--- config.mk ---
export PLATFORM = sky130hd
export DESIGN_NAME = serial_subtractor
export DESIGN_NICKNAME = d
export VERILOG_FILES = /design/src/rtl/serial_subtractor.sv
export SDC_FILE = /design/constraint.sdc
export NUM_CORES = 1
export LEC_CHECK = 0
export ABC_AREA = 0
export CAP_MARGIN = 20
export CORE_ASPECT_RATIO = 1.5
export CORE_MARGIN = 4
export CORE_UTILIZATION = 50
export DETAILED_ROUTE_END_ITERATION = 8
export DONT_BUFFER_PORTS = 1
export GPL_TIMING_DRIVEN = 0
export PLACE_DENSITY_LB_ADDON = 0.25
export SLEW_MARGIN = 20
export SYNTH_ARGS = -nofsm -noshare
export SYNTH_HDL_FRONTEND = slang
export SYNTH_SLANG_ARGS = --single-unit
--- constraint.sdc ---
create_clock -name clock -period 3.9 [get_ports clock]
set_clock_uncertainty 0.2 [all_clocks]
set_input_delay 0.585 -clock clock [delete_from_list [all_inputs] [get_ports clock]]
set_output_delay 0.585 -clock clock [all_outputs]
set_load 0.02 [all_outputs]
--- src/rtl/serial_subtractor.sv ---
// serial_subtractor: multi-cycle two's-complement subtractor, D = A - B - borrow_in.
// One GROUP-bit chunk per cycle, LSB chunk first, through a single group-wide
// carry-lookahead stage computing A + ~B + ~borrow_in.
//
// Ports:
//   clock         single clock for all state
//   reset         asynchronous, active-low reset
//   io_in_valid   operands valid
//   io_in_ready   block accepts operands (IDLE)
//   io_a / io_b   minuend / subtrahend (WIDTH bits)
//   io_b_in       borrow in
//   io_out_valid  result valid (DONE)
//   io_out_ready  consumer accepts result
//   io_d          difference (WIDTH bits)
//   io_b_out      borrow out, 1 when unsigned A < B + borrow_in
//   io_ovf        signed overflow
module serial_subtractor #(
  parameter int unsigned WIDTH = 12,
  parameter int unsigned GROUP = 3
) (
  input  logic             clock,
  input  logic             reset,
  input  logic             io_in_valid,
  output logic             io_in_ready,
  input  logic [WIDTH-1:0] io_a,
  input  logic [WIDTH-1:0] io_b,
  input  logic             io_b_in,
  output logic             io_out_valid,
  input  logic             io_out_ready,
  output logic [WIDTH-1:0] io_d,
  output logic             io_b_out,
  output logic             io_ovf
);

  localparam int unsigned NCHUNK = WIDTH / GROUP;
  localparam int unsigned CNT_W  = (NCHUNK > 1) ? $clog2(NCHUNK) : 1;
  localparam logic [CNT_W-1:0] LAST_CHUNK = CNT_W'(NCHUNK - 1);

  typedef enum logic [1:0] {
    ST_IDLE = 2'd0,
    ST_BUSY = 2'd1,
    ST_DONE = 2'd2
  } state_e;

  // Lookahead carries for one group: c[i] = g[j] propagated through p[j+1..i-1],
  // or the incoming carry propagated through p[0..i-1].
  function automatic logic [GROUP:0] cla_carries(
    input logic [GROUP-1:0] g,
    input logic [GROUP-1:0] p,
    input logic             cin
  );
    logic [GROUP:0] c;
    logic           term;
    c    = '0;
    c[0] = cin;
    for (int i = 1; i <= int'(GROUP); i++) begin
      term = cin;
      for (int j = 0; j < i; j++) begin
        term = term & p[j];
      end
      c[i] = term;
      for (int j = 0; j < i; j++) begin
        term = g[j];
        for (int k = j + 1; k < i; k++) begin
          term = term & p[k];
        end
        c[i] = c[i] | term;
      end
    end
    return c;
  endfunction

  state_e           state_q,     state_d;
  logic [WIDTH-1:0] a_q,         a_d;
  logic [WIDTH-1:0] nb_q,        nb_d;
  logic [WIDTH-1:0] res_q,       res_d;
  logic [CNT_W-1:0] cnt_q,       cnt_d;
  logic             carry_q,     carry_d;
  logic             a_msb_q,     a_msb_d;
  logic             b_msb_q,     b_msb_d;
  logic [WIDTH-1:0] d_q,         d_d;
  logic             bout_q,      bout_d;
  logic             ovf_q,       ovf_d;
  logic             in_ready_q,  in_ready_d;
  logic             out_valid_q, out_valid_d;

  // Current chunk always sits in the low GROUP bits of the operand shift registers.
  logic [GROUP-1:0] gen_c;
  logic [GROUP-1:0] prop_c;
  logic [GROUP:0]   carries_c;
  logic [GROUP-1:0] sum_c;
  logic [WIDTH-1:0] res_next_c;

  // One group-wide lookahead add step.
  always_comb begin
    gen_c      = a_q[GROUP-1:0] & nb_q[GROUP-1:0];
    prop_c     = a_q[GROUP-1:0] ^ nb_q[GROUP-1:0];
    carries_c  = cla_carries(gen_c, prop_c, carry_q);
    sum_c      = prop_c ^ carries_c[GROUP-1:0];
    // New chunk enters at the top so that after NCHUNK steps chunk k sits at slice k.
    res_next_c = (res_q >> GROUP) | (WIDTH'(sum_c) << (WIDTH - GROUP));
  end

  // Next-state and datapath control.
  always_comb begin
    state_d     = state_q;
    a_d         = a_q;
    nb_d        = nb_q;
    res_d       = res_q;
    cnt_d       = cnt_q;
    carry_d     = carry_q;
    a_msb_d     = a_msb_q;
    b_msb_d     = b_msb_q;
    d_d         = d_q;
    bout_d      = bout_q;
    ovf_d       = ovf_q;
    in_ready_d  = in_ready_q;
    out_valid_d = out_valid_q;

    unique case (state_q)
      ST_IDLE: begin
        if (io_in_valid && in_ready_q) begin
          a_d        = io_a;
          nb_d       = ~io_b;
          carry_d    = ~io_b_in;
          a_msb_d    = io_a[WIDTH-1];
          b_msb_d    = io_b[WIDTH-1];
          res_d      = '0;
          cnt_d      = '0;
          in_ready_d = 1'b0;
          state_d    = ST_BUSY;
        end
      end

      ST_BUSY: begin
        a_d     = a_q >> GROUP;
        nb_d    = nb_q >> GROUP;
        res_d   = res_next_c;
        carry_d = carries_c[GROUP];
        cnt_d   = cnt_q + CNT_W'(1);
        if (cnt_q == LAST_CHUNK) begin
          cnt_d       = '0;
          d_d         = res_next_c;
          // Carry-out of A + ~B + ~bin is the inverse of the borrow.
          bout_d      = ~carries_c[GROUP];
          ovf_d       = (a_msb_q != b_msb_q) && (res_next_c[WIDTH-1] != a_msb_q);
          out_valid_d = 1'b1;
          state_d     = ST_DONE;
        end
      end

      ST_DONE: begin
        if (io_out_ready) begin
          out_valid_d = 1'b0;
          in_ready_d  = 1'b1;
          state_d     = ST_IDLE;
        end
      end

      default: begin
        out_valid_d = 1'b0;
        in_ready_d  = 1'b1;
        state_d     = ST_IDLE;
      end
    endcase
  end

  // State and datapath registers; reset aborts any operation in flight.
  always_ff @(posedge clock or negedge reset) begin
    if (!reset) begin
      state_q     <= ST_IDLE;
      a_q         <= '0;
      nb_q        <= '0;
      res_q       <= '0;
      cnt_q       <= '0;
      carry_q     <= 1'b0;
      a_msb_q     <= 1'b0;
      b_msb_q     <= 1'b0;
      d_q         <= '0;
      bout_q      <= 1'b0;
      ovf_q       <= 1'b0;
      in_ready_q  <= 1'b1;
      out_valid_q <= 1'b0;
    end else begin
      state_q     <= state_d;
      a_q         <= a_d;
      nb_q        <= nb_d;
      res_q       <= res_d;
      cnt_q       <= cnt_d;
      carry_q     <= carry_d;
      a_msb_q     <= a_msb_d;
      b_msb_q     <= b_msb_d;
      d_q         <= d_d;
      bout_q      <= bout_d;
      ovf_q       <= ovf_d;
      in_ready_q  <= in_ready_d;
      out_valid_q <= out_valid_d;
    end
  end

  assign io_in_ready  = in_ready_q;
  assign io_out_valid = out_valid_q;
  assign io_d         = d_q;
  assign io_b_out     = bout_q;
  assign io_ovf       = ovf_q;

endmodule

==> results_dict.tcl <==
set metrics [dict create \
    cts_max_level 2 \
    num_antenna_cells 0 \
    hold_viol 0 \
    p_per_area_nw_per_um2 778.2 \
    setup_violations 0 \
    seq_power_share_pct 52.0 \
    cts_tree "built" \
    initial_core_util_pct 52.52 \
    synth_area_leaders "dfrtp_1 57%, nand2_1 9.0%, o21ai_1 5.0%" \
    synth_warnings 0 \
    vias_per_cell 5.376 \
    postPlaceCellArea_sq_um 2505 \
    swShare_pct 39.34 \
    std_cell_rows 30 \
    multi_input_area_sq_um 933.4 \
    yosys_register_bits 56 \
    grt_pass1_vias 1824 \
    status "finished clean" \
    place.gp.congestion 0.7902 \
    vias 1715 \
    maxCapViolCount 0 \
    die_area_sq_um 6051 \
    reg2regPathDepth 6 \
    cp_max_fo 4 \
    synth_cell_type_count 31 \
    worstSkewPairLatency_ns 0.31 \
    p_leak_nw 1.253 \
    avgSynthCellArea_sq_um 9.897 \
    grt.total_usage_pct 18.56 \
    rsz0062_at_grt "false" \
    drtIter0Drc 69 \
    holdPathStages 1 \
    yosysTopAreaCell "dfrtp_1" \
    final_layout_size_suffix_gt1_share_pct 9.020 \
    worstPathArrival_ns 2.16 \
    dieHeight_um 93.29 \
    synth_cells 245 \
    max-vdd-ir-drop_mv 0.4829 \
    final_area_sq_um 2640 \
    core_area_sq_um 4617 \
    pwr-share-comb_pct 31.8 \
    synth_flop_cell "dfrtp_1" \
    post_cts_buffers 0 \
    power_w 0.002055 \
    setup_tns_ns 0 \
    finalMaxSlewViolations 0 \
    r2r_setup_slack_ns 1.75 \
    clock_path_buffers 2 \
    synthesis.area_sq_um 2425 \
    routed_wl_um 4978 \
    grt_overflow 0 \
    detail-route-antenna-nets 0 \
    seq_area_sq_um 1403 \
    fillers 442 \
    root_buffer "clkbuf_8" \
    wl_per_cell_um 15.61 \
    slew_headroom_pct 65.43 \
    drc 0 \
    worstMarginPinSlew_ns 0.5186 \
    ys_top_cells_by_count "58 x nand2_1, 55 x dfrtp_1, 28 x nor2_1, 24 x o21ai_1, 10 x mux2_1" \
    synth_fp_nets 280 \
    grt_max_degree 57 \
    cts_buffers 5 \
    cts_resized 0 \
    fin_hold_ws_ns 0.1446 \
    synth_top_cell_area_share_pct 56.76 \
    antenna_found_initial 0 \
    hold_path.class "in2reg" \
    die_w_um 64.86 \
    dp_hpwl_um 3674 \
    grt_pass1_wl_um 8652 \
    synth_most_common_cell "nand2_1" \
    clock.fmax_mhz 464.3 \
    area_growth_pct 8.875 \
    fin_crit_sh_pct 55.23 \
    io_buffers 0 \
    path_clk_slew_ns 0.10 \
    cts_sinks 56 \
    critPathKind "reg2reg" \
    ys_seq_area_share_pct 57.84 \
    synth-edff-count 0 \
    power.switching_w 0.0008083 \
    min_period_ns 2.154 \
    crit_required_ns 3.90 \
    power.internal_w 0.001246 \
    endpoint_kind "flop" \
    startpoint_type "flop" \
    pwr-share-clk_pct 16.3 \
    drt_pass1_iterations 4 \
    synthArstFlopShare_pct 100.0 \
    ios 45 \
    nNetsFinal 289 \
]
flip-flops by register name, indices dropped and copies added (netlist names):
name          count
io_ovf            1
a_msb_q           1
b_msb_q           1
carry_q           1
state_q           2
nb_q             12
io_in_ready       1
cnt_q             2
io_out_valid      1
res_q             9
io_b_out          1
a_q              12
io_d             12
logic make-up (layout without fill, tap and decap cells):
group / after synthesis / after routing / synth area share (%)
and+or+nand+nor: 100 / 100 / 17.44
DFF: 56 / 56 / 57.84
AOI/OAI and AO/OA: 53 / 53 / 12.64
buffers and inverters: 19 / 29 / 3.663
muxes: 10 / 10 / 4.644
adders and majority gates: 6 / 6 / 3.406
xor gates and xnor gates: 1 / 1 / 0.3613
worst paths after layout:
kind	to	start
min in group asynchronous	io_d[0]$_DFFE_PN0P_	reset
min reg2reg	io_d[2]$_DFFE_PN0P_	res_q[5]$_DFFE_PN0P_
max in group asynchronous	io_in_ready$_DFFE_PN1P_	reset
max reg2reg	io_ovf$_DFFE_PN0P_	nb_q[0]$_DFFE_PN0P_
min	nb_q[9]$_DFFE_PN0P_	io_b[9]
max	io_ovf$_DFFE_PN0P_	nb_q[0]$_DFFE_PN0P_
routing by layer:
layer,up-vias,part of all wire (%),track usage (%)
met5,-,0,0
met4,0,2.0,6.526
met3,10,4.8,5.168
met2,36,53,31.85
met1,828,40,22.00
li1,841,-,-
layout make-up:
cell class,instances,share of cell area [%]
sequential,56,53.13
multi-input combinational,170,35.36
clock buffer,6,3.128
tap,64,3.033
buffer,14,2.654
timing repair buffer,2,1.422
inverter,5,0.7109
clock inverter,2,0.5687
power groups by stage:
stage	Sequential, W	Combinational, W	Clock, W
finish	0.00107	0.000653	0.000334
floorplan	0.00104	0.000501	0
global route	0.00110	0.000752	0.000369
detailed placement	0.00109	0.000648	0
global placement	0.00108	0.000615	0
CTS	0.00107	0.000665	0.000343
what timing repair did:
action                                 4_1_cts  5_1_grt
setup endpoints to repair                    0        0
hold buffers                                 2        0
endpoints found under the hold margin       56        0
worst max-delay path, stage by stage, from the launching register on:
cell	delay (ns)
dfrtp_1	0.42
ha_1	0.29
ha_1	0.20
nor3_1	0.28
o2bb2ai_1	0.21
nor4b_1	0.19
a211o_1	0.26
placed cells by master (no fill, tap or decap), types with 6 or more instances in the layout:
| master | n |
|---|---|
| buf_2 | 8 |
| dfrtp_1 | 55 |
| a31oi_1 | 9 |
| nor2_1 | 28 |
| clkbuf_8 | 6 |
| nand2_1 | 58 |
| o21ai_1 | 24 |
| a21oi_1 | 8 |
| mux2_1 | 10 |
| nand3_1 | 8 |
stage by stage:
step | cells | utilization [%] | setup slack [ns]
2_1_floorplan | 245 | - | 1.968
3_3_place_gp | 309 | 54.25 | 1.853
3_5_place_dp | 309 | 54.25 | 1.755
4_1_cts | 319 | 57.18 | 1.742
5_1_grt | 319 | 57.18 | 1.675
6_report | 319 | 57.18 | 1.746
(Power assumes the default switching activity.)
